### src/rtl/trace_buffer_ctrl_if.sv
// Signal bundle between the trace-buffer sequencer, the debug host/trigger logic,
// the buffer read port and the dump consumer.
interface trace_buffer_ctrl_if #(
    parameter int N          = 8,
    parameter int DATA_WIDTH = 32,
    parameter int TB_SIZE    = 64
);
    localparam int AW = $clog2(TB_SIZE);
    localparam int CW = $clog2(TB_SIZE + 1);
    localparam int DW = N * DATA_WIDTH;

    logic          arm;
    logic          trigger;
    logic [CW-1:0] post_count;
    logic          valid_in;
    logic          tracing;
    logic          dump_req;
    logic [AW-1:0] tb_rd_addr;
    logic          tb_rd_en;
    logic [DW-1:0] tb_rd_data;
    logic          dump_valid;
    logic          dump_ready;
    logic [DW-1:0] dump_data;
    logic          dump_last;
    logic          dump_done;
    logic [CW-1:0] fill_count;
    logic          busy;

    modport master (
        output arm, trigger, post_count, valid_in, dump_req, tb_rd_data, dump_ready,
        input  tracing, tb_rd_addr, tb_rd_en, dump_valid, dump_data, dump_last,
               dump_done, fill_count, busy
    );

    modport slave (
        input  arm, trigger, post_count, valid_in, dump_req, tb_rd_data, dump_ready,
        output tracing, tb_rd_addr, tb_rd_en, dump_valid, dump_data, dump_last,
               dump_done, fill_count, busy
    );
endinterface

### src/rtl/trace_buffer_ctrl.sv
// Capture/dump sequencer for the circular trace buffer: arms capture, counts a
// post-trigger window, freezes, then streams the frozen contents oldest-first.
module trace_buffer_ctrl #(
    parameter int N            = 8,
    parameter int DATA_WIDTH   = 32,
    parameter int TB_SIZE      = 64,
    parameter int READ_LATENCY = 1,
    parameter int WR_PTR_INIT  = 1
) (
    input logic clk,
    input logic reset,
    trace_buffer_ctrl_if.slave bus
);
    localparam int AW     = $clog2(TB_SIZE);
    localparam int CW     = $clog2(TB_SIZE + 1);
    localparam int DW     = N * DATA_WIDTH;
    localparam int FDEPTH = READ_LATENCY + 1;
    localparam int FAW    = $clog2(FDEPTH);
    localparam int OW     = $clog2(FDEPTH + 1);

    typedef enum logic [2:0] {IDLE, ARMED, POST, FROZEN, DUMP} state_t;

    state_t                  state, state_nxt;
    logic [AW-1:0]           wr_ptr, rd_addr;
    logic [CW-1:0]           fill_count, cnt, issued, beat_cnt;
    logic [READ_LATENCY-1:0] tag_pipe;
    logic [OW-1:0]           in_flight, fifo_occ;
    logic [FAW-1:0]          fifo_head, fifo_tail;
    logic [DW-1:0]           fifo_mem [FDEPTH];
    logic tracing, write_hit, fifo_valid, last, pop, ret, issue, room;
    logic enter_armed, enter_dump, done;

    function automatic logic [FAW-1:0] fifo_next(input logic [FAW-1:0] p);
        return (p == FAW'(FDEPTH - 1)) ? '0 : p + 1'b1;
    endfunction

    assign tracing    = (state == ARMED) || (state == POST);
    assign write_hit  = tracing && bus.valid_in;
    assign fifo_valid = (fifo_occ != '0);
    assign last       = fifo_valid && (beat_cnt == fill_count - CW'(1));
    assign pop        = fifo_valid && bus.dump_ready;
    assign ret        = tag_pipe[READ_LATENCY-1];

    // A beat leaving this cycle frees its slot, which keeps the stream at one beat per cycle.
    always_comb begin
        room  = (int'(in_flight) + int'(fifo_occ) - int'(pop)) < FDEPTH;
        issue = (state == DUMP) && (issued < fill_count) && room;
    end

    always_comb begin
        state_nxt   = state;
        enter_armed = 1'b0;
        enter_dump  = 1'b0;
        done        = 1'b0;
        unique case (state)
            IDLE: if (bus.arm) begin
                state_nxt   = ARMED;
                enter_armed = 1'b1;
            end
            ARMED: if (bus.trigger) state_nxt = (bus.post_count == '0) ? FROZEN : POST;
            POST: if (bus.valid_in && cnt == CW'(1)) state_nxt = FROZEN;
            FROZEN: if (bus.dump_req) begin
                state_nxt  = DUMP;
                enter_dump = 1'b1;
            end else if (bus.arm) begin
                state_nxt   = ARMED;
                enter_armed = 1'b1;
            end
            DUMP: if (fill_count == '0 || (pop && last)) begin
                state_nxt = IDLE;
                done      = 1'b1;
            end
            default: state_nxt = IDLE;
        endcase
    end

    always_ff @(posedge clk) begin
        if (reset) begin
            state      <= IDLE;
            wr_ptr     <= AW'(WR_PTR_INIT);
            fill_count <= '0;
            cnt        <= '0;
            rd_addr    <= '0;
            issued     <= '0;
            beat_cnt   <= '0;
            tag_pipe   <= '0;
            in_flight  <= '0;
            fifo_occ   <= '0;
            fifo_head  <= '0;
            fifo_tail  <= '0;
        end else begin
            state <= state_nxt;
            if (write_hit) wr_ptr <= wr_ptr + 1'b1;
            if (enter_armed) fill_count <= '0;
            else if (write_hit && fill_count != CW'(TB_SIZE)) fill_count <= fill_count + 1'b1;
            if (state == ARMED && bus.trigger) cnt <= bus.post_count;
            else if (state == POST && bus.valid_in) cnt <= cnt - 1'b1;
            // Oldest entry: a full buffer truncates fill_count to 0, giving wr_ptr itself.
            if (enter_dump) begin
                rd_addr  <= wr_ptr - AW'(fill_count);
                issued   <= '0;
                beat_cnt <= '0;
            end else begin
                if (issue) begin
                    rd_addr <= rd_addr + 1'b1;
                    issued  <= issued + 1'b1;
                end
                if (pop) beat_cnt <= beat_cnt + 1'b1;
            end
            tag_pipe  <= (tag_pipe << 1) | READ_LATENCY'(issue);
            in_flight <= in_flight + OW'(issue) - OW'(ret);
            fifo_occ  <= fifo_occ + OW'(ret) - OW'(pop);
            if (ret) fifo_tail <= fifo_next(fifo_tail);
            if (pop) fifo_head <= fifo_next(fifo_head);
        end
    end

    always_ff @(posedge clk) begin
        if (ret) fifo_mem[fifo_tail] <= bus.tb_rd_data;
    end

    assign bus.tracing    = tracing;
    assign bus.busy       = (state != IDLE);
    assign bus.fill_count = fill_count;
    assign bus.tb_rd_addr = rd_addr;
    assign bus.tb_rd_en   = issue;
    assign bus.dump_valid = fifo_valid;
    assign bus.dump_data  = fifo_valid ? fifo_mem[fifo_head] : '0;
    assign bus.dump_last  = last;
    assign bus.dump_done  = done;
endmodule

### src/flat_wrapper.sv
// flat-port wrapper written by rule: the top's interface ports become plain ports
module trace_buffer_ctrl_flat 
#(
    parameter int N            = 8,
    parameter int DATA_WIDTH   = 32,
    parameter int TB_SIZE      = 64,
    parameter int READ_LATENCY = 1,
    parameter int WR_PTR_INIT  = 1
)
  (clk, reset, bus_arm, bus_trigger, bus_post_count, bus_valid_in, bus_dump_req, bus_tb_rd_data, bus_dump_ready, bus_tracing, bus_tb_rd_addr, bus_tb_rd_en, bus_dump_valid, bus_dump_data, bus_dump_last, bus_dump_done, bus_fill_count, bus_busy);
  trace_buffer_ctrl_if #(.N(N), .DATA_WIDTH(DATA_WIDTH), .TB_SIZE(TB_SIZE)) bus_i ();
  input logic clk;
  input logic reset;
  input wire logic [$bits(bus_i.arm)-1:0] bus_arm;
  input wire logic [$bits(bus_i.trigger)-1:0] bus_trigger;
  input wire logic [$bits(bus_i.post_count)-1:0] bus_post_count;
  input wire logic [$bits(bus_i.valid_in)-1:0] bus_valid_in;
  input wire logic [$bits(bus_i.dump_req)-1:0] bus_dump_req;
  input wire logic [$bits(bus_i.tb_rd_data)-1:0] bus_tb_rd_data;
  input wire logic [$bits(bus_i.dump_ready)-1:0] bus_dump_ready;
  output wire logic [$bits(bus_i.tracing)-1:0] bus_tracing;
  output wire logic [$bits(bus_i.tb_rd_addr)-1:0] bus_tb_rd_addr;
  output wire logic [$bits(bus_i.tb_rd_en)-1:0] bus_tb_rd_en;
  output wire logic [$bits(bus_i.dump_valid)-1:0] bus_dump_valid;
  output wire logic [$bits(bus_i.dump_data)-1:0] bus_dump_data;
  output wire logic [$bits(bus_i.dump_last)-1:0] bus_dump_last;
  output wire logic [$bits(bus_i.dump_done)-1:0] bus_dump_done;
  output wire logic [$bits(bus_i.fill_count)-1:0] bus_fill_count;
  output wire logic [$bits(bus_i.busy)-1:0] bus_busy;
  assign bus_i.arm = bus_arm;
  assign bus_i.trigger = bus_trigger;
  assign bus_i.post_count = bus_post_count;
  assign bus_i.valid_in = bus_valid_in;
  assign bus_i.dump_req = bus_dump_req;
  assign bus_i.tb_rd_data = bus_tb_rd_data;
  assign bus_i.dump_ready = bus_dump_ready;
  assign bus_tracing = bus_i.tracing;
  assign bus_tb_rd_addr = bus_i.tb_rd_addr;
  assign bus_tb_rd_en = bus_i.tb_rd_en;
  assign bus_dump_valid = bus_i.dump_valid;
  assign bus_dump_data = bus_i.dump_data;
  assign bus_dump_last = bus_i.dump_last;
  assign bus_dump_done = bus_i.dump_done;
  assign bus_fill_count = bus_i.fill_count;
  assign bus_busy = bus_i.busy;
  trace_buffer_ctrl #(.N(N), .DATA_WIDTH(DATA_WIDTH), .TB_SIZE(TB_SIZE), .READ_LATENCY(READ_LATENCY), .WR_PTR_INIT(WR_PTR_INIT)) u_core (.clk(clk), .reset(reset), .bus(bus_i));
endmodule
### config.mk
export PLATFORM = sky130hd
export DESIGN_NAME = trace_buffer_ctrl_flat
export DESIGN_NICKNAME = d
export VERILOG_FILES = /design/src/rtl/trace_buffer_ctrl_if.sv /design/src/rtl/trace_buffer_ctrl.sv /design/src/flat_wrapper.sv
export SDC_FILE = /design/constraint.sdc
export NUM_CORES = 1
export LEC_CHECK = 0
export CORE_ASPECT_RATIO = 0.9
export CORE_MARGIN = 2
export CORE_UTILIZATION = 54
export DETAILED_ROUTE_END_ITERATION = 10
export MAX_ROUTING_LAYER = met4
export PLACE_DENSITY = 0.87
export SYNTH_ARGS = -nofsm -noshare
export SYNTH_HDL_FRONTEND = slang
export SYNTH_SLANG_ARGS = --single-unit
### constraint.sdc
create_clock -name clk -period 25.5 [get_ports clk]
set_input_delay 7.65 -clock clk [delete_from_list [all_inputs] [get_ports clk]]
set_output_delay 7.65 -clock clk [all_outputs]
set_load 0.03 [all_outputs]
==> out/results.ini, run 1 <==
[run_status]
outcome = finished, violations left
violations = max-slew violations

[global_route]
grt_pass1_wl_um = 87200
grt_max_degree = 201
grt_util_all_layers_pct = 27.8
grt_overflow_total = 0
antenna_found_initial = 13
first_global_vias = 14956

[floorplan]
io_pins = 545
die_x_um = 219
num_rows = 70
dieArea_um2 = 43100
start_util_pct = 54.9
core_um2 = 40700
die_y_um = 197

[route]
route.met3.wl_um = 5240
detailedRoute.firstPassIterationCount = 6
viasPerCell = 5.49
top_layer_used = met4
met2WireLength_um = 30800
drt_iter0_drc = 1283
wl_per_cell_um = 23.0
drt-met1-wl_um = 20900
wirelength_um = 59600
vias = 14265
drtAntennaViolNets = 0
drc = 0

[layout]
finalNonFillerCells = 2596
fillers = 2408
layout-drive-gt1-share_pct = 5.24
multi_input_area_um2 = 5590
regArea_um2 = 16400
layout.nets = 2296
area_growth_pct = 34.7

[worst_setup_path]
rr_worst_depth = 15
worstReg2RegEnd = u_core.in_flight[1]
critical_path_arrival_ns = 10.57
reg2reg_slack_ns = 21.87
crit_path_max_fanout = 16
cp-startpoint = bus_dump_ready
crit_type = in -> out
crit_path_start_kind = input port
timing.rr.start = u_core.fifo_occ[0]
crit_required_ns = 17.85
cp-end-kind = primary output

[logic_synthesis]
synthCells = 1457
ys_seq_elements = 563
synth_top_area_share_pct = 68.7
synthArstFlopShare_pct = 0
synth_commonest_cells = edfxtp_1 (512), nor2_1 (302), mux2i_1 (261), dfxtp_1 (51), clkbuf_1 (37)
yosysMostFrequentCell = edfxtp_1
yosys_most_used_dff = edfxtp_1
synth_top_cell_by_area = edfxtp_1
yosysSeqAreaShare_pct = 73.3
syn_area_um2 = 22400
synth_area_leaders = edfxtp_1 (69%), mux2i_1 (12%), nor2_1 (5.1%)
syn_avg_cell_area_um2 = 15.4
ys.warnings.count = 0
synth-edff-count = 512
syn-num-nets = 1755
ys_types = 67

[cts]
clkTransAtPathRegs_ns = 0.06
cts_made_buffers = 55
cts_sinks = 563
clk_latency_ns = 0.60
cts_tree = yes
cts_max_path_buffers = 3
htreeDepth = 2
hold_buffers = 0
post_cts_buffers = 0
post_cts_resized = 0
cts-root-buf = clkbuf_16

[sta]
rsz0062_at_grt = no
finClkSkew_ns = 0.0148
fin_crit_sh_pct = 71.4
setup_violations = 0
timing.fmax_mhz = 54.9
slew_headroom_pct = -7.50
min_period_ns = 18.22
slew_violations = 76
hold_violations = 0
worst_pin_slew_ns = 1.61
tns_ns = 0

[power]
leakagePower_uw = 0.00960
p_switching_uw = 380
p_sw_share_pct = 20.1
powerDensity_nw_per_um2 = 62.9
seqPwrFrac_pct = 53.5
p_clk_share_pct = 42.3
vdd_drop_max_uv = 55.9
p_int_uw = 1510
combPwrFrac_pct = 4.2

[flow_run]
drv_cap = 0

[placement]
portBuffers = 544
hpwl_um = 39200
dp.cells = 2481
gp_congestion = 0.843

[worst_hold_path]
min_to = u_core.cnt[5]
hold_path_depth = 2
hp-start = u_core.cnt[5]
min_path_type = reg -> reg

sequential cells by signal, summed over array words and instances, names as in the netlist, named ones only:
name,count
u_core.fifo_mem,512
u_core.beat_cnt,7
u_core.bus.fill_count,7
u_core.cnt,7
u_core.issued,7
u_core.bus.tb_rd_addr,6
u_core.wr_ptr,6
u_core.state,3
u_core.fifo_occ,2
u_core.in_flight,2
u_core.fifo_head,1
u_core.fifo_tail,1
u_core.ret,1
per-stage QoR:
step / util (%) / hold WS, ns / setup WS (ns) / power, uW / area (um2)
6_report: 73.9 / 0.470 / 7.28 / 1890 / 30100
3_5_place_dp: 69.5 / 0.463 / 7.31 / 1110 / 28300
4_1_cts: 73.9 / 0.472 / 7.30 / 1900 / 30100
5_1_grt: 73.9 / 0.508 / 7.14 / 1940 / 30100
2_1_floorplan: - / 0.426 / 8.89 / 1060 / 22400
3_3_place_gp: 69.5 / 0.439 / 7.34 / 1110 / 28300
routing by layer:
metal	vias to the layer above	track usage (%)
li1	6492	-
met5	-	-
met3	136	7.51
met1	6949	30.0
met2	688	47.4
met4	0	13.5
power by group through the flow:
stage          sequential (uW)  clock (uW)  combinational (uW)
3_5_place_dp              1030           0                78.7
3_3_place_gp              1030           0                74.0
6_report                  1010         800                80.1
4_1_cts                   1010         808                79.7
5_1_grt                   1010         841                85.6
2_1_floorplan             1030           0                24.2
cells by family (layout without fill, tap and decap cells):
group | after synthesis | after routing | synth area share, %
XOR/XNOR | 38 | 38 | 1.49
flip-flops | 563 | 563 | 73.3
buffers and inverters | 97 | 682 | 1.77
AO/OA/AOI/OAI | 65 | 65 | 2.28
AND/OR/NAND/NOR | 404 | 404 | 7.78
multiplexers | 262 | 262 | 11.7
adder cells (fa/ha/maj) | 28 | 28 | 1.63
other | 0 | 14 | 0
area by class of cell:
type / instances / area share (%)
clock buffer: 72 / 5.00
clock inverter: 29 / 0.848
sequential: 563 / 54.5
timing repair buffer: 556 / 18.5
inverter: 25 / 0.312
antenna: 14 / 0.116
multi-input combinational: 797 / 18.6
tap: 540 / 2.24
placed cells by master, fill, tap and decap left out, drive strengths merged, types with 22 or more instances in the layout:
cell,instances
a21oi,23
clkbuf,72
clkinv,22
ha,26
nor2,302
nand2,22
dfxtp,51
mux2i,261
clkdlybuf4s50,544
inv,27
edfxtp,512
xnor2,23
worst max path at each step:
stage	cells past startpoint	end
detailed placement	9	bus_tb_rd_en
finish	9	bus_tb_rd_en
CTS	9	bus_tb_rd_en
floorplan	8	bus_tb_rd_en
global placement	9	bus_tb_rd_en
global route	9	bus_tb_rd_en
critical path, stage by stage:
cell and delay (ns):
clkdlybuf4s50_1 0.47, o21ai_0 0.17, nor2_1 0.08, ha_1 0.19, ha_1 0.28, nand2_1 0.06
a2bb2oi_2 0.17, a211oi_4 0.66, clkdlybuf4s50_1 0.83
No activity file was read; power rests on OpenSTA's default activity.
==> run 2, diff against run 1 <==
--- a/config.mk
+++ b/config.mk
@@ -7,10 +7,10 @@
 export LEC_CHECK = 0
 export CORE_ASPECT_RATIO = 0.9
 export CORE_MARGIN = 2
-export CORE_UTILIZATION = 54
+export CORE_UTILIZATION = 45
 export DETAILED_ROUTE_END_ITERATION = 10
 export MAX_ROUTING_LAYER = met4
-export PLACE_DENSITY = 0.87
+export PLACE_DENSITY = 0.78
 export SYNTH_ARGS = -nofsm -noshare
 export SYNTH_HDL_FRONTEND = slang
 export SYNTH_SLANG_ARGS = --single-unit
==> constraint.sdc (replaced) <==
create_clock -name clk -period 15.8 [get_ports clk]
set_input_delay 4.74 -clock clk [delete_from_list [all_inputs] [get_ports clk]]
set_output_delay 4.74 -clock clk [all_outputs]
set_load 0.03 [all_outputs]
==> out/results.ini, run 2 (synthesized netlist as in run 1, its figures left out) <==
[sta]
worst_pin_slew_ns = 1.43  ; was 1.61 ns
hold_violations = 0  ; unchanged
min_period_ns = 12.43
tns_ns = 0  ; unchanged
setup_violations = 0  ; unchanged
fin_crit_sh_pct = 78.6
slew_headroom_pct = 4.44  ; was -7.50%
finClkSkew_ns = 0.0234  ; was 0.0148 ns
rsz0062_at_grt = no  ; unchanged
slew_violations = 0  ; was 76
whs_ns = 0.462  ; was 0.470 ns
timing.fmax_mhz = 80.5

[power]
vdd_drop_max_uv = 106  ; was 55.9 uV
leakagePower_uw = 0.00959  ; was 0.00960 uW
powerDensity_nw_per_um2 = 101  ; was 62.9 nW/um2

[cts]
hold_buffers = 0  ; unchanged
htreeDepth = 2  ; unchanged
cts_tree = yes  ; unchanged
cts-root-buf = clkbuf_16  ; unchanged
post_cts_resized = 0  ; unchanged
clk_latency_ns = 0.62  ; was 0.60 ns
clkTransAtPathRegs_ns = 0.05  ; was 0.06 ns
cts_sinks = 563  ; unchanged
cts_max_path_buffers = 3  ; unchanged
cts_made_buffers = 57  ; was 55
post_cts_buffers = 0  ; unchanged

[worst_setup_path]
cp_cell_sequence = clkdlybuf4s50_1, o21ai_0, nor2_1, ha_1, ha_1, nand2_1, a2bb2oi_2, a211oi_4, clkdlybuf4s50_1  ; unchanged
crit_path_start_kind = input port  ; unchanged
timing.rr.start = u_core.fifo_occ[0]  ; unchanged
cpPeakStageDelay_ns = 0.84  ; was 0.83 ns
crit_required_ns = 11.06  ; was 17.85 ns
timing.critical_path.buf_inv = 2  ; unchanged
cp-end-kind = primary output  ; unchanged
cp-startpoint = bus_dump_ready  ; unchanged
crit_type = in -> out  ; unchanged
slowest_stage = clkdlybuf4s50_1  ; unchanged
crit_path_max_fanout = 16  ; unchanged
critical_path_arrival_ns = 7.69  ; was 10.57 ns
cp_top_family = buffers and inverters  ; unchanged

[route]
wl_per_cell_um = 20.9  ; was 23.0 um
drt_iter0_drc = 945  ; was 1283
detailedRoute.firstPassIterationCount = 6  ; unchanged
drc = 0  ; unchanged
vias = 13993  ; was 14.3k
viasPerCell = 5.20  ; was 5.49
drtAntennaViolNets = 0  ; unchanged
wirelength_um = 56300  ; was 59600 um

[floorplan]
die_x_um = 239  ; was 219 um
start_util_pct = 45.5  ; was 54.9%
core_um2 = 49100  ; was 40700 um2
dieArea_um2 = 51500  ; was 43100 um2
die_y_um = 215  ; was 197 um
io_pins = 545  ; unchanged
num_rows = 77  ; was 70

[global_route]
grt_max_degree = 178  ; was 201
grt_overflow_total = 0  ; unchanged
grt_pass1_wl_um = 83800  ; was 87200 um
first_global_vias = 14561  ; was 15.0k
antenna_found_initial = 14  ; was 13
grt_util_all_layers_pct = 22.0  ; was 27.8%

[layout]
postLayoutCoreUtil_pct = 61.5  ; was 73.9%
layout.nets = 2298  ; was 2296
largest_register_ffs = 512  ; unchanged
area_growth_pct = 35.2  ; was 34.7%
layout_common_cells = clkdlybuf4s50_1 (544), edfxtp_1 (512), nor2_1 (301), mux2i_1 (261), clkbuf_16 (57)  ; was clkdlybuf4s50_1 (544), edfxtp_1 (512), nor2_1 (301), mux2i_1 (261), clkbuf_16 (58)
regMostFlops = u_core.fifo_mem  ; unchanged
layout-drive-gt1-share_pct = 5.37  ; was 5.24%
final_common_cell = clkdlybuf4s50_1  ; unchanged
finalNonFillerCells = 2693  ; was 2596
fin_area_um2 = 30200  ; was 30100 um2

[placement]
dp.cells = 2573  ; was 2481
hpwl_um = 37300  ; was 39200 um
portBuffers = 544  ; unchanged
gp_congestion = 0.841  ; was 0.843
placed_area_um2 = 28400  ; was 28300 um2

[worst_hold_path]
min_path_type = reg -> reg  ; unchanged
hp-start = u_core.cnt[5]  ; unchanged

[flow_run]
drv_cap = 0  ; unchanged

[run_status]
outcome = finished, final reports clean  ; was finished, violations left

run 2: final timing paths:
path                          to  slack (ns)  cells after the start
max                 bus_tb_rd_en        3.37                      9
min                u_core.cnt[5]        0.46                      2
max reg2reg  u_core.in_flight[1]       12.18                     15
min reg2reg        u_core.cnt[5]        0.46                      2
run 2: per-layer routing:
metal | vias up | track usage (%) | wire [um]
met4 | 0 | 9.96 | 2420
met1 | 6823 | 24.7 | 21100
li1 | 6502 | - | -
met2 | 532 | 35.2 | 27400
met5 | - | - | 0
met3 | 136 | 8.06 | 5370
run 2: cell type report:
cell class                 instances  area, um2
clock inverter                    37        289
timing repair buffer             556       5560
clock buffer                      70       1480
antenna                           13       32.5
fill                            3640      18900
multi-input combinational        797       5590
inverter                          25       93.8
sequential                       563      16400
tap                              632        791
run 2: power breakdown:
| group | leakage (uW) | total, uW | internal [uW] | switching [uW] |
|---|---|---|---|---|
| Combinational | 0.00373 | 128 | 79.3 | 48.6 |
| Sequential | 0.00501 | 1630 | 1630 | 8.59 |
| Clock | 0.000854 | 1280 | 714 | 563 |
run 2: stage by stage:
| stage | setup WS (ns) | total power, uW |
|---|---|---|
| floorplan | 3.28 | 1700 |
| global placement | 3.47 | 1790 |
| detailed placement | 3.44 | 1790 |
| CTS | 3.42 | 3070 |
| global route | 3.22 | 3140 |
| finish | 3.37 | 3040 |
run 2: worst register-to-register path, delay by kind of cell (launching register included):
family	cells	cell delay, ns
adders and majority gates	6	1.68
AOI/OAI and AO/OA	2	0.81
DFF	1	0.38
xor gates and xnor gates	2	0.32
buffers and inverters	3	0.19
and+or+nand+nor	2	0.12
==> run 3, diff against run 2 <==
--- a/config.mk
+++ b/config.mk
@@ -7,10 +7,10 @@
 export LEC_CHECK = 0
 export CORE_ASPECT_RATIO = 0.9
 export CORE_MARGIN = 2
-export CORE_UTILIZATION = 45
+export CORE_UTILIZATION = 50
 export DETAILED_ROUTE_END_ITERATION = 10
 export MAX_ROUTING_LAYER = met4
-export PLACE_DENSITY = 0.78
+export PLACE_DENSITY = 0.82
 export SYNTH_ARGS = -nofsm -noshare
 export SYNTH_HDL_FRONTEND = slang
 export SYNTH_SLANG_ARGS = --single-unit
==> constraint.sdc (replaced) <==
create_clock -name clk -period 11.6 [get_ports clk]
set_input_delay 3.48 -clock clk [delete_from_list [all_inputs] [get_ports clk]]
set_output_delay 3.48 -clock clk [all_outputs]
set_load 0.03 [all_outputs]
==> out/results.ini, run 3 (synthesized netlist as in run 1, its figures left out) <==
[sta]
timing.fmax_mhz = 101
whs_ns = 0.469  ; was 0.462 ns
slew_violations = 0  ; unchanged
tns_ns = 0  ; unchanged
fin_crit_sh_pct = 85.2
hold_violations = 0  ; unchanged
slew_headroom_pct = 29.0  ; was 4.44%
worst_pin_slew_ns = 1.06  ; was 1.43 ns
finClkSkew_ns = 0.0243  ; was 0.0234 ns
setup_violations = 0  ; unchanged
rsz0062_at_grt = no  ; unchanged
min_period_ns = 9.89

[route]
detailedRoute.firstPassIterationCount = 5  ; was 6
drt_iter0_drc = 1085  ; was 945
viasPerCell = 5.24  ; was 5.20
drc = 0  ; unchanged
drtAntennaViolNets = 0  ; unchanged
vias = 13915  ; was 14.0k
wirelength_um = 56800  ; was 56300 um
wl_per_cell_um = 21.4  ; was 20.9 um

[placement]
hpwl_um = 38200  ; was 37300 um
gp_congestion = 0.845  ; was 0.841
portBuffers = 544  ; unchanged

[layout]
largest_register_ffs = 512  ; unchanged
fillers = 2932  ; was 3640
area_growth_pct = 35.0  ; was 35.2%
regArea_um2 = 16400  ; unchanged
layout.nets = 2299  ; was 2298
layout-drive-gt1-share_pct = 5.23  ; was 5.37%
layout_common_cells = clkdlybuf4s50_1 (544), edfxtp_1 (512), nor2_1 (301), mux2i_1 (261), clkbuf_16 (57)  ; unchanged
postLayoutCoreUtil_pct = 68.4  ; was 61.5%
final_common_cell = clkdlybuf4s50_1  ; unchanged
regMostFlops = u_core.fifo_mem  ; unchanged
multi_input_area_um2 = 5590  ; unchanged

[power]
leakagePower_uw = 0.00960  ; was 0.00959 uW
powerDensity_nw_per_um2 = 137  ; was 101 nW/um2
vdd_drop_max_uv = 144  ; was 106 uV

[cts]
hold_buffers = 0  ; unchanged
cts_sinks = 563  ; unchanged
htreeDepth = 2  ; unchanged
post_cts_buffers = 0  ; unchanged
cts_made_buffers = 56  ; was 57
cts_max_path_buffers = 3  ; unchanged
cts_tree = yes  ; unchanged
clk_latency_ns = 0.61  ; was 0.62 ns
clkTransAtPathRegs_ns = 0.06  ; was 0.05 ns
post_cts_resized = 0  ; unchanged
cts-root-buf = clkbuf_16  ; unchanged

[worst_hold_path]
min_path_type = reg -> reg  ; unchanged

[global_route]
antenna_found_initial = 8  ; was 14
grt_overflow_total = 0  ; unchanged
grt_max_degree = 146  ; was 178
first_global_vias = 14611  ; about the same
grt_util_all_layers_pct = 24.3  ; was 22.0%
grt_pass1_wl_um = 82500  ; was 83800 um

[worst_setup_path]
crit_path_start_kind = input port  ; unchanged
crit_path_max_fanout = 16  ; unchanged
crit_type = in -> out  ; unchanged
critical_path_arrival_ns = 6.41  ; was 7.69 ns
cp-end-kind = primary output  ; unchanged
crit_required_ns = 8.12  ; was 11.06 ns

[run_status]
outcome = finished, final reports clean  ; unchanged

[floorplan]
dieArea_um2 = 46400  ; was 51500 um2
start_util_pct = 50.7  ; was 45.5%
die_x_um = 227  ; was 239 um
core_um2 = 44100  ; was 49100 um2
io_pins = 545  ; unchanged
die_y_um = 205  ; was 215 um
num_rows = 73  ; was 77

[flow_run]
drv_cap = 0  ; unchanged

## run 3: area by class of cell
class                           instances  area share (%)
Tap cell                              600            2.49
Inverter                               25           0.311
Sequential cell                       563            54.3
Multi-Input combinational cell        797            18.5
Timing Repair Buffer                  558            18.5
Clock buffer                           77            4.97
Antenna cell                           10          0.0829
Clock inverter                         25           0.858
## run 3: per-stage QoR
step                setup slack [ns]  total power [uW]  area, um2  cells
finish                          1.71              4140      30200   2655
global route                    1.56              4260      30200   2653
CTS                             1.73              4170      30200   2645
detailed placement              1.74              2440      28400   2543
global placement                1.78              2430      28400   2543
floorplan                       3.33              2320      22400   1457
## run 3: path summary, 6_finish.rpt
kind	cells past startpoint	endpoint	slack [ns]	start
worst min-delay path	2	u_core.cnt[5]	0.47	u_core.cnt[5]
worst max-delay path	9	bus_tb_rd_en	1.71	bus_dump_ready
worst max register to register	15	u_core.in_flight[1]	8.01	u_core.fifo_occ[0]
worst min register to register	2	u_core.cnt[5]	0.47	u_core.cnt[5]
## run 3: per-layer routing
layer | share of wire [%] | up-vias | track usage, %
met4 | 4.6 | 0 | 12.0
met3 | 9.4 | 129 | 8.33
met2 | 50 | 541 | 39.8
met1 | 36 | 6764 | 26.5
li1 | - | 6481 | -
met5 | 0 | - | -
## run 3: power breakdown
group	switching, uW	internal, uW	total (uW)	leakage (uW)
logic	65.6	108	174	0.00373
clock network	742	995	1740	0.000857
registers	11.5	2220	2230	0.00501
## run 3: critical path, cell delays in order
cell             delay [ns]
clkdlybuf4s50_1        0.47
o21ai_0                0.18
nor2_1                 0.09
ha_1                   0.19
ha_1                   0.27
nand2_1                0.06
a2bb2oi_2              0.18
a211oi_4               0.66
clkdlybuf4s50_1        0.81
